### config.mk
export PLATFORM = sky130hd
export DESIGN_NAME = code_entry
export DESIGN_NICKNAME = d
export VERILOG_FILES = /design/src/rtl/code_entry.sv
export SDC_FILE = /design/constraint.sdc
export NUM_CORES = 1
export LEC_CHECK = 0
export ABC_AREA = 1
export BUFFER_PORTS_ARGS = -buffer_cell sky130_fd_sc_hd__buf_2
export CORE_MARGIN = 10
export CORE_UTILIZATION = 45
export DETAILED_ROUTE_END_ITERATION = 8
export SLEW_MARGIN = 20
export SYNTH_ARGS = -nofsm -noshare
export SYNTH_HDL_FRONTEND = slang
export SYNTH_SLANG_ARGS = --single-unit
### constraint.sdc
create_clock -name Clock -period 4.3 [get_ports Clock]
set_input_delay 0.43 -clock Clock [delete_from_list [all_inputs] [get_ports Clock]]
set_output_delay 0.43 -clock Clock [all_outputs]
set_load 0.01 [all_outputs]
### src/rtl/code_entry.sv
// Keypad front-end for the combination lock: buffers BCD digits, compares them to the
// stored code and strobes Enter/Change/Password. Optional idle timeout: ENTRY_TIMEOUT_EN.
module code_entry #(
    parameter int                  DIGITS         = 4,
    parameter logic [DIGITS*4-1:0] DEFAULT_CODE   = 16'h1234,
    parameter int                  TIMEOUT_CYCLES = 1000000
) (
    input  logic       Clock,
    input  logic       Reset,
    input  logic       Key_Valid,
    input  logic [3:0] Key_Code,
    input  logic       Enter_Key,
    input  logic       Change_Key,
    input  logic       New,
    output logic       Enter,
    output logic       Change,
    output logic       Password,
    output logic [3:0] Digit_Count,
    output logic       Code_Saved
);

    // state   | meaning
    // COLLECT | accepting digit keys, waiting for Enter/Change
    // COMMIT  | one cycle, strobes to the lock are high; entry cleared on exit
    typedef enum logic {
        ST_COLLECT = 1'b0,
        ST_COMMIT  = 1'b1
    } state_t;

    localparam int         W        = DIGITS * 4;
    localparam logic [3:0] DIGITS_C = 4'(DIGITS);

    state_t         state_q, state_d;
    logic [W-1:0]   buf_q, buf_d;
    logic [W-1:0]   code_q, code_d;
    logic [3:0]     cnt_q, cnt_d;
    logic           ovr_q, ovr_d;
    logic           enter_q, enter_d;
    logic           change_q, change_d;
    logic           pass_q, pass_d;
    logic           saved_q, saved_d;

    logic full, match, upd, commit_req, digit_ok;

    assign full       = (cnt_q == DIGITS_C);
    assign match      = full && !ovr_q && (buf_q == code_q);
    assign upd        = New && full && !ovr_q;
    assign commit_req = Enter_Key || Change_Key;
    assign digit_ok   = Key_Valid && (Key_Code <= 4'd9);

`ifdef ENTRY_TIMEOUT_EN
    localparam int          TW      = $clog2(TIMEOUT_CYCLES + 1);
    localparam logic [TW-1:0] TO_LAST = TW'(TIMEOUT_CYCLES - 1);

    logic [TW-1:0] to_q, to_d;
    logic          to_fire;

    always_comb begin
        to_d    = '0;
        to_fire = 1'b0;
        if (state_q == ST_COLLECT && cnt_q != 4'd0 && !Key_Valid && !commit_req) begin
            if (to_q == TO_LAST) begin
                to_fire = 1'b1;
            end else begin
                to_d = to_q + 1'b1;
            end
        end
    end

    always_ff @(posedge Clock or posedge Reset) begin
        if (Reset) to_q <= '0;
        else       to_q <= to_d;
    end
`endif

    always_comb begin
        state_d  = state_q;
        buf_d    = buf_q;
        cnt_d    = cnt_q;
        ovr_d    = ovr_q;
        code_d   = code_q;
        enter_d  = 1'b0;
        change_d = 1'b0;
        pass_d   = 1'b0;
        saved_d  = 1'b0;
        case (state_q)
            ST_COLLECT: begin
                if (commit_req) begin
                    state_d  = ST_COMMIT;
                    enter_d  = Enter_Key;
                    change_d = !Enter_Key;
                    // A code change never opens the lock on the same commit.
                    pass_d   = match && !upd;
                    saved_d  = upd;
                    if (upd) code_d = buf_q;
                end else if (digit_ok) begin
                    if (full) begin
                        ovr_d = 1'b1;
                    end else begin
                        buf_d = (buf_q << 4) | W'(Key_Code);
                        cnt_d = cnt_q + 4'd1;
                    end
                end
`ifdef ENTRY_TIMEOUT_EN
                if (to_fire) begin
                    buf_d = '0;
                    cnt_d = 4'd0;
                    ovr_d = 1'b0;
                end
`endif
            end
            ST_COMMIT: begin
                state_d = ST_COLLECT;
                buf_d   = '0;
                cnt_d   = 4'd0;
                ovr_d   = 1'b0;
            end
            default: state_d = ST_COLLECT;
        endcase
    end

    always_ff @(posedge Clock or posedge Reset) begin
        if (Reset) begin
            state_q  <= ST_COLLECT;
            buf_q    <= '0;
            code_q   <= DEFAULT_CODE;
            cnt_q    <= 4'd0;
            ovr_q    <= 1'b0;
            enter_q  <= 1'b0;
            change_q <= 1'b0;
            pass_q   <= 1'b0;
            saved_q  <= 1'b0;
        end else begin
            state_q  <= state_d;
            buf_q    <= buf_d;
            code_q   <= code_d;
            cnt_q    <= cnt_d;
            ovr_q    <= ovr_d;
            enter_q  <= enter_d;
            change_q <= change_d;
            pass_q   <= pass_d;
            saved_q  <= saved_d;
        end
    end

    assign Enter       = enter_q;
    assign Change      = change_q;
    assign Password    = pass_q;
    assign Code_Saved  = saved_q;
    assign Digit_Count = cnt_q;

endmodule

==> flow_metrics.py <==
metrics = {
    "detailed_routing": {
        "drt_iter0_drc": 122,
        "drc": 0,
        "num_vias": 1652,
        "wl_per_cell_microns": 11.2,
        "viasPerCell": 4.39,
        "postRouteAntennaNets": 0,
        "drt-total-wl_microns": 4210,
        "first_pass_iters": 4,
    },
    "yosys": {
        "synth_area_leaders": "dfrtp_1 (42%), nand2_1 (21%), inv_1 (7.2%)",
        "yosysSeqAreaShare_pct": 48.2,
        "syn_area_per_cell_sq_um": 7.53,
        "synth_common_cells": "nand2_1 (122), inv_1 (42), dfrtp_1 (37)",
        "synth-edff-count": 0,
        "synth-seq-cells": 42,
        "synthDistinctLibCells": 23,
        "synth_flop_cell": "dfrtp_1",
        "synth_top_area_cell": "dfrtp_1",
        "synth_area_sq_um": 2190,
        "synth_nets": 303,
        "synth_top_area_share_pct": 42.2,
        "yosysWarnings": 0,
        "yosysMostFrequentCell": "nand2_1",
        "syn_inst": 291,
        "synthArstFlopShare_pct": 100,
    },
    "setup_path": {
        "critPathLaunchType": "register",
        "crit_path_top_delay_cell": "dfrtp_1",
        "cpLargestDelayFamily": "simple AND/OR/NAND/NOR gates",
        "cp_max_fo": 24,
        "cp-end-kind": "register",
        "path_buf_inv": 0,
        "arrival_ns": 2.44,
        "crit_path_frequent_cell": "nand2_1",
        "critPathRequiredTime_ns": 4.49,
        "critPathKind": "register to register",
        "crit_chain": "nor2_1, o21ai_2, nand4_1, nand2_1, nand2_1",
        "slowest_delay_ns": 0.84,
    },
    "clocking": {
        "cts_root_buffer": "clkbuf_8",
        "htreeDepth": 2,
        "clockBufferDepth": 2,
        "numCtsBuffers": 5,
        "cts_hold_buf": 0,
        "post_cts_resized": 0,
        "clock-sinks": 42,
        "clk_latency_ns": 0.29,
        "cts_setup_buffers": 0,
        "tritoncts": "done",
        "cts.clk_slew.worst_paths_ns": 0.08,
    },
    "timing": {
        "slew_headroom_pct": 41.5,
        "fin_tns_setup_ns": 0,
        "fin_ws_ns": 2.04,
        "final_max_slew_viol_count": 0,
        "worst_slew_pin_slew_ns": 0.874,
        "finalHoldViolCount": 0,
        "setup_violations": 0,
        "rsz0062_at_grt": "false",
        "period_minus_slack_ns": 2.26,
        "max_freq_mhz": 443,
        "fin_crit_sh_pct": 52.5,
        "hold_ws_ns": 0.234,
        "clock_skew_ns": 0.00811,
    },
    "hold_path": {
        "hold_class": "input port to async pin",
    },
    "final_layout": {
        "final_nets": 320,
        "num_antenna_cells": 0,
        "drive_gt1_share_pct": 18.8,
        "stdcell_count": 376,
        "syn_to_final_growth_pct": 9.53,
    },
    "power_and_ir_drop": {
        "vdd_ir_drop_max_mv": 0.317,
        "p_per_area_nw_per_um2": 502,
        "leakage_uw": 0.00126,
        "total_power_uw": 1200,
    },
    "grt": {
        "grt_pass1_vias": 1633,
        "track_usage_pct": 11.2,
        "overflow": 0,
        "antenna_found_initial": 0,
        "grt_max_degree": 43,
        "grt_pass1_wl_microns": 7670,
    },
    "die": {
        "pin_count": 18,
        "rows": 25,
        "coreArea_sq_um": 4720,
        "die_h_microns": 89.8,
        "dieArea_sq_um": 8060,
        "start_util_pct": 46.4,
        "die_w_microns": 89.8,
    },
    "place": {
        "gp_congestion": 0.791,
        "io_buffers": 17,
        "dp_slack_ns": 2.04,
        "dp_hpwl_microns": 2980,
        "place_inst": 368,
    },
    "job": {
        "max_cap_viol_count": 0,
    },
    "outcome": {
        "status": "finished, final reports clean",
    },
}
metal layers:
layer | global-route usage [%] | routed length [microns] | vias to the layer above
li1 | - | - | 894
met1 | 15.0 | 2110 | 733
met2 | 17.6 | 1930 | 20
met3 | 2.66 | 128 | 5
met4 | 3.23 | 46 | 0
met5 | 0 | 0 | -
state kept, by name, summed over array words and instances, names as in the netlist:
name         count
Password         1
Change           1
state_q          1
Digit_Count      4
buf_q           16
code_q          16
Enter            1
ovr_q            1
Code_Saved       1
worst register-to-register path: stages (launching register included):
cell     delay [ns]
dfrtp_1        0.84
nor2_1         0.16
o21ai_2        0.12
nand4_1        0.69
nand2_1        0.27
nand2_1        0.07
power by group:
group	switching [uW]	total, uW	internal, uW
Combinational	236	374	138
Sequential	80.9	571	490
Clock	131	260	130
Total	447	1200	758
per-stage QoR:
step | util [%] | instance area [sq um]
floorplan | - | 2190
global placement | 48.9 | 2310
detailed placement | 48.9 | 2310
CTS | 50.8 | 2400
global route | 50.8 | 2400
finish | 50.8 | 2400
placed cells by master (no fill, tap or decap):
cell type and instances:
nand2_1 122, inv_1 41, dfrtp_1 37, nor2_1 30
o21ai_2 18, buf_2 17, clkbuf_8 6, nand3_1 5
dfstp_2 5, inv_2 4, o21ai_0 4, nand2_2 3
clkinv_1 2, nand4_1 2, a21oi_1 2, ha_1 2
buf_4 2, nor2_4 1, or2_1 1, xnor2_1 1
xor2_1 1, nand3_4 1, clkinv_2 1, clkbuf_1 1
worst paths after layout:
| path | start | end | slack (ns) | cells after the start |
|---|---|---|---|---|
| max | state_q$_DFF_PP0_ | buf_q[9]$_DFFE_PP0P_ | 2.04 | 5 |
| min | Reset | code_q[3]$_DFFE_PP0P_ | 0.23 | 3 |
| max reg2reg | state_q$_DFF_PP0_ | buf_q[9]$_DFFE_PP0P_ | 2.04 | 5 |
| min reg2reg | code_q[9]$_DFFE_PP1P_ | code_q[9]$_DFFE_PP1P_ | 0.48 | 2 |
| max in group asynchronous | Reset | code_q[5]$_DFFE_PP1P_ | 3.67 | 3 |
| min in group Clock | Enter_Key | Change$_DFF_PP0_ | 0.35 | 2 |
cell families (layout without fill, tap and decap cells):
| logic type | Yosys count | count (layout) | synth area share [%] |
|---|---|---|---|
| DFF | 42 | 42 | 48.2 |
| AOI/OAI and AO/OA | 24 | 24 | 8.56 |
| and+or+nand+nor | 165 | 165 | 30.2 |
| xor gates and xnor gates | 2 | 2 | 0.799 |
| buffers and inverters | 56 | 74 | 11.1 |
| adders and majority gates | 2 | 2 | 1.14 |
layout make-up:
| cell class | count | area [sq um] |
|---|---|---|
| fillers | 480 | 2320 |
| flip-flops and latches | 42 | 1060 |
| multi-input cells | 193 | 892 |
| inverters | 47 | 176 |
| repair buffers | 19 | 100 |
| clock buffers | 7 | 86.3 |
| well taps | 67 | 83.8 |
| clock inverters | 1 | 5.00 |
(Power assumes the default switching activity.)
